--- src/rtl/tail_light_pkg.sv ---
// Shared types and helpers for the tail-light sequencer: sequence state
// encoding and a per-bit thermometer decode.
package tail_light_pkg;

    typedef enum logic [1:0] {
        IDLE  = 2'd0,
        LEFT  = 2'd1,
        RIGHT = 2'd2,
        HAZ   = 2'd3
    } tl_state_e;

    // Bit idx of a thermometer code of the given level is lit when idx < level.
    function automatic logic thermo_bit(input int idx, input int level);
        thermo_bit = (idx < level);
    endfunction

endpackage

--- src/rtl/tail_light_prescaler.sv ---
// Step prescaler: counts 0..STEP_CYCLES-1 and raises tick in the last cycle
// of every step period.
module tail_light_prescaler #(
    parameter int STEP_CYCLES = 12_500_000
) (
    input  logic clk,
    input  logic reset,
    output logic tick
);

    localparam int PW = (STEP_CYCLES > 1) ? $clog2(STEP_CYCLES) : 1;
    localparam logic [PW-1:0] LAST = PW'(STEP_CYCLES - 1);

    logic [PW-1:0] cnt_r;

    // Free-running step counter, wrapping at the end of each step period.
    always_ff @(posedge clk) begin
        if (reset) begin
            cnt_r <= '0;
        end else if (cnt_r == LAST) begin
            cnt_r <= '0;
        end else begin
            cnt_r <= cnt_r + PW'(1);
        end
    end

    assign tick = (cnt_r == LAST);

endmodule

--- src/rtl/tail_light_seq.sv ---
// Thunderbird-style tail-light sequencer with hazard pre-emption and a step
// counter. Define TAIL_BRAKE_EN to add the brake port and brake overlay.
import tail_light_pkg::*;

module tail_light_seq #(
    parameter int LAMPS       = 3,
    parameter int STEP_CYCLES = 12_500_000,
    parameter int CNT_W       = 8
) (
    input  logic             clk,
    input  logic             reset,
    input  logic             left,
    input  logic             right,
    input  logic             haz,
`ifdef TAIL_BRAKE_EN
    input  logic             brake,
`endif
    output logic [LAMPS-1:0] L,
    output logic [LAMPS-1:0] R,
    output logic [CNT_W-1:0] count
);

    localparam int PHW = $clog2(LAMPS + 1);
    localparam logic [PHW-1:0] PH_ONE  = PHW'(1);
    localparam logic [PHW-1:0] PH_LAST = PHW'(LAMPS);

    tl_state_e        state_r, state_next_s, disp_state_s;
    logic [PHW-1:0]   phase_r, phase_next_s, disp_phase_s;
    logic [LAMPS-1:0] sweep_s, lamp_l_s, lamp_r_s;
    logic             tick_s, haz_eff_s, brake_s;

    tail_light_prescaler #(
        .STEP_CYCLES (STEP_CYCLES)
    ) u_prescaler (
        .clk   (clk),
        .reset (reset),
        .tick  (tick_s)
    );

`ifdef TAIL_BRAKE_EN
    assign brake_s = brake;
`else
    assign brake_s = 1'b0;
`endif

    assign haz_eff_s = haz | (left & right);

    // Sequence selection made when idle or at the dark end of a sequence.
    always_comb begin
        if (haz_eff_s) begin
            disp_state_s = HAZ;
            disp_phase_s = PH_ONE;
        end else if (left) begin
            disp_state_s = LEFT;
            disp_phase_s = PH_ONE;
        end else if (right) begin
            disp_state_s = RIGHT;
            disp_phase_s = PH_ONE;
        end else begin
            disp_state_s = IDLE;
            disp_phase_s = '0;
        end
    end

    // Next state/phase; everything advances only on a prescaler tick.
    always_comb begin
        state_next_s = state_r;
        phase_next_s = phase_r;
        if (tick_s) begin
            case (state_r)
                LEFT, RIGHT: begin
                    if (haz_eff_s) begin
                        state_next_s = HAZ;
                        phase_next_s = PH_ONE;
                    end else if (phase_r == '0) begin
                        state_next_s = disp_state_s;
                        phase_next_s = disp_phase_s;
                    end else if (phase_r == PH_LAST) begin
                        phase_next_s = '0;
                    end else begin
                        phase_next_s = phase_r + PH_ONE;
                    end
                end
                HAZ: begin
                    if (phase_r == '0) begin
                        state_next_s = disp_state_s;
                        phase_next_s = disp_phase_s;
                    end else begin
                        phase_next_s = '0;
                    end
                end
                default: begin
                    state_next_s = disp_state_s;
                    phase_next_s = disp_phase_s;
                end
            endcase
        end else begin
            state_next_s = state_r;
            phase_next_s = phase_r;
        end
    end

    // Lamp pattern for the upcoming state; brake lights any non-sweeping side.
    always_comb begin
        sweep_s  = '0;
        lamp_l_s = '0;
        lamp_r_s = '0;
        for (int i = 0; i < LAMPS; i++) begin
            sweep_s[i] = thermo_bit(i, int'(phase_next_s));
        end
        case (state_next_s)
            LEFT:    lamp_l_s = sweep_s;
            RIGHT:   lamp_r_s = sweep_s;
            HAZ: begin
                if (phase_next_s != '0) begin
                    lamp_l_s = '1;
                    lamp_r_s = '1;
                end else begin
                    lamp_l_s = '0;
                    lamp_r_s = '0;
                end
            end
            default: begin
                lamp_l_s = '0;
                lamp_r_s = '0;
            end
        endcase
        if (brake_s && (state_next_s != HAZ)) begin
            if (state_next_s != LEFT) begin
                lamp_l_s = '1;
            end else begin
                lamp_l_s = lamp_l_s;
            end
            if (state_next_s != RIGHT) begin
                lamp_r_s = '1;
            end else begin
                lamp_r_s = lamp_r_s;
            end
        end else begin
            lamp_l_s = lamp_l_s;
            lamp_r_s = lamp_r_s;
        end
    end

    // State, phase, registered lamp outputs and the completed-step counter.
    always_ff @(posedge clk) begin
        if (reset) begin
            state_r <= IDLE;
            phase_r <= '0;
            L       <= '0;
            R       <= '0;
            count   <= '0;
        end else begin
            state_r <= state_next_s;
            phase_r <= phase_next_s;
            L       <= lamp_l_s;
            R       <= lamp_r_s;
            if (tick_s && (state_r != IDLE)) begin
                count <= count + CNT_W'(1);
            end
        end
    end

endmodule

--- config.mk ---
export PLATFORM = sky130hd
export DESIGN_NAME = tail_light_seq
export DESIGN_NICKNAME = d
export VERILOG_FILES = /design/src/rtl/tail_light_pkg.sv /design/src/rtl/tail_light_prescaler.sv /design/src/rtl/tail_light_seq.sv
export SDC_FILE = /design/constraint.sdc
export NUM_CORES = 1
export LEC_CHECK = 0
export ABC_AREA = 1
export ABC_CLOCK_PERIOD_IN_PS = 2100
export CORE_ASPECT_RATIO = 1.4
export CORE_MARGIN = 1
export CORE_UTILIZATION = 60
export CTS_BUF_LIST = sky130_fd_sc_hd__clkbuf_2 sky130_fd_sc_hd__clkbuf_4 sky130_fd_sc_hd__clkbuf_8
export DETAILED_ROUTE_END_ITERATION = 6
export GPL_ROUTABILITY_DRIVEN = 0
export PLACE_DENSITY = 0.89
export REMOVE_ABC_BUFFERS = 1
export SYNTH_ARGS = -nofsm -noshare
export SYNTH_HDL_FRONTEND = slang
export SYNTH_SLANG_ARGS = --single-unit
--- constraint.sdc ---
create_clock -name clk -period 2.1 [get_ports clk]
set_clock_uncertainty 0.15 [all_clocks]
set_input_delay 0.42 -clock clk [delete_from_list [all_inputs] [get_ports clk]]
set_output_delay 0.42 -clock clk [all_outputs]
set_load 0.02 [all_outputs]
; After elaboration in Yosys (flattened, before gate mapping)
; Index checks and enable logic that the tools add are counted.
[word_totals]
inputBits = 5
elab_cells = 47
ff_bits = 42
output_inout_bits = 14
[op_classes]
order_cmp = 3
n_eq_ne = 8
bitwise_logic = 2
muxes = 19
n_reduce_logical = 6
add_sub_neg = 3
[op_table]
columns = cell, n
row1 = adder 24 x 1 -> 24 bit (second input constant), 1
row2 = equality test 24 bit (second input constant), 1
row3 = two-way mux 2 bit, 12
row4 = one-hot mux 3 bit (2 select lines), 2
row5 = equality test 2 bit (second input constant), 5
row6 = adder 8 x 1 -> 8 bit (second input constant), 1
row7 = one-hot mux 2 bit (2 select lines), 2
row8 = equality test 2 x 1 -> 1 bit (second input constant), 2
row9 = less-than comparator 1 x 2 -> 1 bit (first input constant), 2
row10 = nonzero test 2 bit, 2
row11 = OR reduction 2 bit, 2
row12 = two-way mux 3 bit, 1
row13 = adder 2 x 1 -> 2 bit (second input constant), 1
row14 = logical NOT 2 bit, 1
row15 = less-than comparator 2 bit (first input constant), 1
row16 = two-way mux 1 bit, 2
row17 = AND 1 bit, 1
row18 = logical AND 1 bit, 1
row19 = bitwise OR 1 bit, 1

; Logic depth before layout (Yosys ltp)
; Gate-level depths: netlist of the first run.
[depth]
ltp_word = 10
ltp_mapped = 12
depth_no_buf = 12

; Hierarchy
; From an unflattened synthesis of the first run, not the netlist that was laid out.
[unflattened]
hier_cells = 321
hier_area_um2 = 2269.7
[modules_own_cells]
columns = mod, area_per_inst_um2, cells_per_inst, n_inst, seq_area_each_um2
row1 = tail_light_prescaler, 1307.5, 183, 1, 480.5
row2 = tail_light_seq, 962.2, 138, 1, 360.3

; Worst setup path before layout of the first run
; No wires, ideal clock.
[synth_path]
path_kind = register to register
startpoint = register u_prescaler.cnt_r[0]
endpoint = register count[1]
setup_slack_ns = 0.434
arrival_time_ns = 1.396
path_stages_with_launch = 11
period_less_slack_ns = 1.666
path_buffers = 0
required_ns = 1.831
setup_time_ns = 0.119
path_cell_list = dfxtp_1 -> ha_1 -> nand2_1 -> nor2_1 -> nand3_1 -> nor2_4 -> nand2_4 -> nor2_4 -> inv_1 -> o21ai_0 -> a21oi_1
[synth_via]
elab_chain_cells = 2
[synth_rtl]
columns = item, line_no
row1 = from (decl), tail_light_prescaler.sv:14  ; logic [PW-1:0] cnt_r;
row2 = from (signal assigned), tail_light_prescaler.sv:23  ; cnt_r <= cnt_r + PW'(1);
row3 = equality test 24 bit, tail_light_prescaler.sv:27  ; assign tick = (cnt_r == LAST);
row4 = logical AND 1 bit, tail_light_seq.sv:158  ; if (tick_s && (state_r != IDLE)) begin
row5 = to (signal assigned), tail_light_seq.sv:159  ; count <= count + CNT_W'(1);
row6 = to (decl), tail_light_seq.sv:20  ; output logic [CNT_W-1:0] count
; Every way passes these cells.
; A chain may end at the register's enable or synchronous reset.

; Final worst setup path of the first run
[layout_path]
startpoint = register u_prescaler.cnt_r[0]
endpoint = register count[4]
; The elaborated chain is that of the path after synthesis.

==> flow_summary.toml, run 1 <==
[hold_path]
whs_path_depth = 1
min_from = "u_prescaler.cnt_r[0]"
holdCritPathClass = "reg -> reg"
min_to = "u_prescaler.cnt_r[0]"

[grt]
grt_max_degree = 24
grt_pass1_vias = 1871
grt.total_usage_pct = 24.4
antenna_found_initial = 0
grt_pass1_wl_um = 7290
grt-ovfl-total = 0

[logic_synthesis]
synth-edff-count = 0
synth_cell_types = 34
netlist_instances = 315
yosysWarnings = 0
syn_area_per_cell_um2 = 7.21
yosys_register_bits = 42
synth-seq-area-share_pct = 37.0
yosys_most_used_dff = "dfxtp_1"
netlist_area_um2 = 2270
synthArstFlopShare_pct = 0

[placed_design]
pre_cts_slack_ps = 73.7
dp_hpwl_um = 3270
port_buffers = 18

[clock_network]
clock_latency_ps = 300
htree_levels = 2
cts_tree = "yes"
cts_sinks = 42
clkTransAtPathRegs_ps = 80
cts_hold_buf = 0
numCtsBuffers = 5
clockBufferDepth = 2
root_buffer = "clkbuf_8"

[timing]
holdWs_ps = 306
setup_viol = 0
min_period_over_period_pct = 92.5
worstMarginPinSlew_ps = 484
max_freq_ghz = 0.515
slew_headroom_pct = 67.5
finalWorstSetupSlack_ps = 158
hold_viol = 0
fin_crit_ps = 1940
rsz0062_at_grt = "true"
drv_slew = 0

[power_and_ir_drop]
power.switching_mw = 0.313
p_int_mw = 1.08
peakVddDrop_uv = 622
pwr-share-seq_pct = 57.5
p_per_area_nw_per_um2 = 531
leakagePower_nw = 1.02
pwr-share-comb_pct = 3.2
switching_share_pct = 22.4
clockPowerShare_pct = 39.3

[floorplan]
die_w_um = 54.0
num_io_pins = 19
floorplan.core_area_um2 = 3640
initial_utilization_pct = 62.3
row_count = 26
die_y_um = 74.8
die-area_um2 = 4040

[cells_and_area]
diodes = 0
layout-drive-gt1-share_pct = 16.9
layout_commonest_cell = "nand2_1"
fillers = 293
areaGrowthSynthToFinish_pct = 15.9
final_net_count = 353
utilization_pct = 72.2
multiInputGateArea_um2 = 1250
ff_latch_area_um2 = 841
final_cell_mix = "65 x nand2_1, 42 x dfxtp_1, 41 x inv_1"

[setup_path]
max_stage_delay_ps = 360
worstSetupPathType = "reg -> reg"
rrSetupSlack_ps = 160
crit_chain = "ha_1 > nand2_1 > nor2_2 > nand3_1 > nor2_4 > nand2_4 > nor2_4 > clkbuf_2 > nand4_1 > nand2_1 > nor2_1"
reg2reg_depth = 11
critPathMaxFanout = 6
r2r_start = "u_prescaler.cnt_r[0]"
rr_endpoint = "count[4]"
startpoint_type = "flop"
cp_top_family = "simple AND/OR/NAND/NOR gates"
critical-path-slowest-cell = "dfxtp_1"
cp_num_buf_inv = 1
endpoint_kind = "flop"
critical_path_arrival_ps = 1990
required_ps = 2150

[detailed_routing]
antenna_left = 0
vias = 2060
drt-wirelength-per-cell_um = 11.4
drc_errors = 0
wl_um = 4380
drt_first_iter_violations = 43
firstDrtPassIters = 4
drt-vias-per-instance = 5.35

[run_status]
status = "completed"

[flow_run]
cap_violations = 0
-- per-stage QoR --
step           setup TNS, ps  std cells  instance area [µm²]  power [mW]
3_5_place_dp               0        374                 2500       0.867
2_1_floorplan              0        312                 2260       0.846
4_1_cts                    0        382                 2600        1.40
3_3_place_gp               0        374                 2500       0.865
6_report                   0        385                 2630        1.40
5_1_grt                -81.8        385                 2630        1.45
-- what timing repair did --
action / CTS / global route
gates resized for setup: 0 / 4
buffers inserted: 0 / 3
endpoints found under the setup margin: 0 / 8
-- per-layer routing --
metal  part of all wire, %  global-route usage, %  up-vias
met2                    54                   48.0       32
met4                   1.6                   9.12        0
met1                    41                   22.9      959
met5                     0                      0        -
li1                      -                      -     1061
met3                   3.0                   6.46        8
-- worst max-delay path by stage --
stage,endpoint,slack [ps],start,depth (start not counted)
after global placement,R[1],140,right,11
after CTS,count[1],120,u_prescaler.cnt_r[0],10
after detailed placement,R[2],70,right,11
final,count[4],160,u_prescaler.cnt_r[0],11
after global routing,count[0],-50,u_prescaler.cnt_r[0],10
after floorplan,u_prescaler.cnt_r[19],420,u_prescaler.cnt_r[0],9
-- synthesized netlist by cell type (6+ instances only) --
cell | instances | share of area, %
nand2_1 | 65 | 11
dfxtp_1 | 42 | 37
inv_1 | 41 | 6.8
nor2_1 | 27 | 4.5
a21oi_1 | 26 | 5.7
nand3_1 | 15 | 3.3
nand2_2 | 11 | 3.0
nand4_1 | 9 | 2.5
nor2_2 | 8 | 2.2
nor2_4 | 8 | 4.0
o21ai_0 | 8 | 1.8
ha_1 | 6 | 3.3
inv_2 | 6 | 0.99
nor3_1 | 6 | 1.3
-- logic make-up (layout without fill, tap and decap cells) --
family	count (synthesis)	after routing	synth area share (%)
xor+xnor	6	6	2.32
flops	42	42	37.0
fa+ha+maj	6	6	3.31
buf+inv	50	78	8.38
compound gates	44	44	10.5
simple gates	167	167	38.5
-- layout make-up --
type | count | area share, %
Multi-Input combinational cell | 223 | 47.5
Sequential cell | 42 | 32.0
Timing Repair Buffer | 23 | 8.18
Inverter | 47 | 6.71
Clock buffer | 6 | 3.14
Tap cell | 42 | 2.00
Clock inverter | 2 | 0.476
-- registers in the layout, indices dropped and copies added, names as in the netlist --
name               flops
L                      3
R                      3
count                  8
phase_r                2
state_r                2
u_prescaler.cnt_r     24
-- power groups by stage --
| stage | sequential (mW) | clock, mW | combinational (mW) |
|---|---|---|---|
| 3_5_place_dp | 0.822 | 0 | 0.0444 |
| 4_1_cts | 0.803 | 0.551 | 0.0444 |
| 2_1_floorplan | 0.822 | 0 | 0.0239 |
| 5_1_grt | 0.804 | 0.590 | 0.0507 |
| 3_3_place_gp | 0.822 | 0 | 0.0430 |
| 6_report | 0.803 | 0.548 | 0.0450 |
(Power assumes the default switching activity.)
==> inputs of run 2 (changes only) <==
--- a/config.mk
+++ b/config.mk
@@ -14,7 +14,6 @@
 export DETAILED_ROUTE_END_ITERATION = 6
 export GPL_ROUTABILITY_DRIVEN = 0
 export PLACE_DENSITY = 0.89
-export REMOVE_ABC_BUFFERS = 1
 export SYNTH_ARGS = -nofsm -noshare
 export SYNTH_HDL_FRONTEND = slang
 export SYNTH_SLANG_ARGS = --single-unit
==> run 2 against run 1 <==
Core utilization rose by 0.48 points. Clock power rose by 20%. Sequential cell count did not move. Power rose by 7.7%. Setup slack got worse by 39 ps. Largest power group unchanged. Sequential power barely moved. Maximum frequency fell by 2.0%.
==> flow_summary.toml, run 2 (synthesis results as in run 1) <==
[flow_run]
cap_violations = 0

[timing]
rsz0062_at_grt = "true"
worstMarginPinSlew_ps = 445
setup_tns_ps = 0
drv_slew = 0
holdWs_ps = 307
setup_viol = 0
min_period_over_period_pct = 94.3
slew_headroom_pct = 69.6
max_freq_ghz = 0.505
fin_crit_ps = 1980
finalWorstSetupSlack_ps = 119
hold_viol = 0

[detailed_routing]
wl_um = 4570
firstDrtPassIters = 4
drt-wirelength-per-cell_um = 11.9
drc_errors = 0
vias = 2063
drt-vias-per-instance = 5.36
drt_first_iter_violations = 37
antenna_left = 0

[setup_path]
critPathMaxFanout = 18
crit_chain = "ha_1 > nand2_1 > inv_2 > nand2_2 > nor2_4 > nand3_4 > nand2_2 > a2111oi_0"
startpoint_type = "flop"
critical-path-slowest-cell = "a2111oi_0"
required_ps = 2100
max_stage_delay_ps = 430
critical_path_arrival_ps = 1980
worstSetupPathType = "reg -> reg"
rrSetupSlack_ps = 120
reg2reg_depth = 8
cp_common_cell = "nand2_2"
endpoint_kind = "flop"

[hold_path]
holdCritPathClass = "reg -> reg"
whs_path_depth = 1

[cells_and_area]
final_cell_mix = "65 x nand2_1, 42 x dfxtp_1, 40 x inv_1"
utilization_pct = 72.7
design_area_um2 = 2650
layout_commonest_cell = "nand2_1"
top_register = "u_prescaler.cnt_r"
areaGrowthSynthToFinish_pct = 16.6
fin_cells = 385
diodes = 0
largest_reg_flops = 24
reg_top3 = "u_prescaler.cnt_r (24), count (8)"
layout-drive-gt1-share_pct = 16.9
final_net_count = 353

[clock_network]
htree_levels = 2
cts_tree = "yes"
clkTransAtPathRegs_ps = 80
root_buffer = "clkbuf_8"
numCtsBuffers = 5
clock_latency_ps = 300
cts_sinks = 42
clockBufferDepth = 2

[power_and_ir_drop]
leakagePower_nw = 1.02
p_per_area_nw_per_um2 = 568
p_total_mw = 1.50
peakVddDrop_uv = 484

[floorplan]
num_io_pins = 19
die_y_um = 74.8
initial_utilization_pct = 62.3
die_w_um = 54.0
die-area_um2 = 4040
floorplan.core_area_um2 = 3640
row_count = 26

[run_status]
status = "completed"

[placed_design]
placed_cells = 375
port_buffers = 18
dp_hpwl_um = 3410
placed_cell_area_um2 = 2510
pre_cts_slack_ps = 119

[grt]
grt_max_degree = 19
antenna_found_initial = 0
grt_pass1_wl_um = 7560
grt_pass1_vias = 1902
grt-ovfl-total = 0
grt.total_usage_pct = 25.9

[logic_synthesis]
syn_nets = 326
[run 2: cell count changes in the layout (fill, tap and decap cells not counted), sizes merged]
| cell | change |
|---|---|
| bufinv | +1 |
| clkbuf | -1 |
| clkinv | -1 |
| buf | +1 |
[run 2: power breakdown]
group | leakage (nW) | switching [mW] | internal [mW]
Clock | 0.0548 | 0.288 | 0.368
Combinational | 0.629 | 0.0262 | 0.0195
Sequential | 0.339 | 0.00323 | 0.800
[run 2: what timing repair did]
action,4_1_cts,5_1_grt
gates resized for setup,0,3
endpoints found under the setup margin,0,5
hold buffers,0,0
setup buffers,0,2
[run 2: path summary, 6_finish.rpt]
| kind | from | endpoint |
|---|---|---|
| worst max register to register | u_prescaler.cnt_r[0] | u_prescaler.cnt_r[6] |
| worst min-delay path | u_prescaler.cnt_r[0] | u_prescaler.cnt_r[0] |
| worst max-delay path | u_prescaler.cnt_r[0] | u_prescaler.cnt_r[6] |
| worst min register to register | u_prescaler.cnt_r[0] | u_prescaler.cnt_r[0] |
[run 2: routing by layer]
metal / global-route usage, % / wire (µm) / share of wire (%) / vias up
li1: - / - / - / 1064
met1: 24.6 / 1830 / 40 / 964
met2: 49.4 / 2540 / 56 / 27
met3: 6.46 / 119 / 2.6 / 8
met4: 12.8 / 84 / 1.8 / 0
met5: 0 / 0 / 0 / -
[run 2: layout make-up]
cell class	instances	area [µm²]
Inverter	47	176
Sequential cell	42	841
Clock buffer	6	76.3
Multi-Input combinational cell	223	1250
Tap cell	42	52.6
Fill cell	300	996
Clock inverter	2	37.5
Timing Repair Buffer	23	218
[run 2: worst max-delay path: cells and delay by family, from the launching register on]
family	cells	cell delay, ps
buffers and inverters	1	50
AND/OR/NAND/NOR	5	670
AO/OA/AOI/OAI	1	430
adder cells (fa/ha/maj)	1	210
flip-flops	1	330
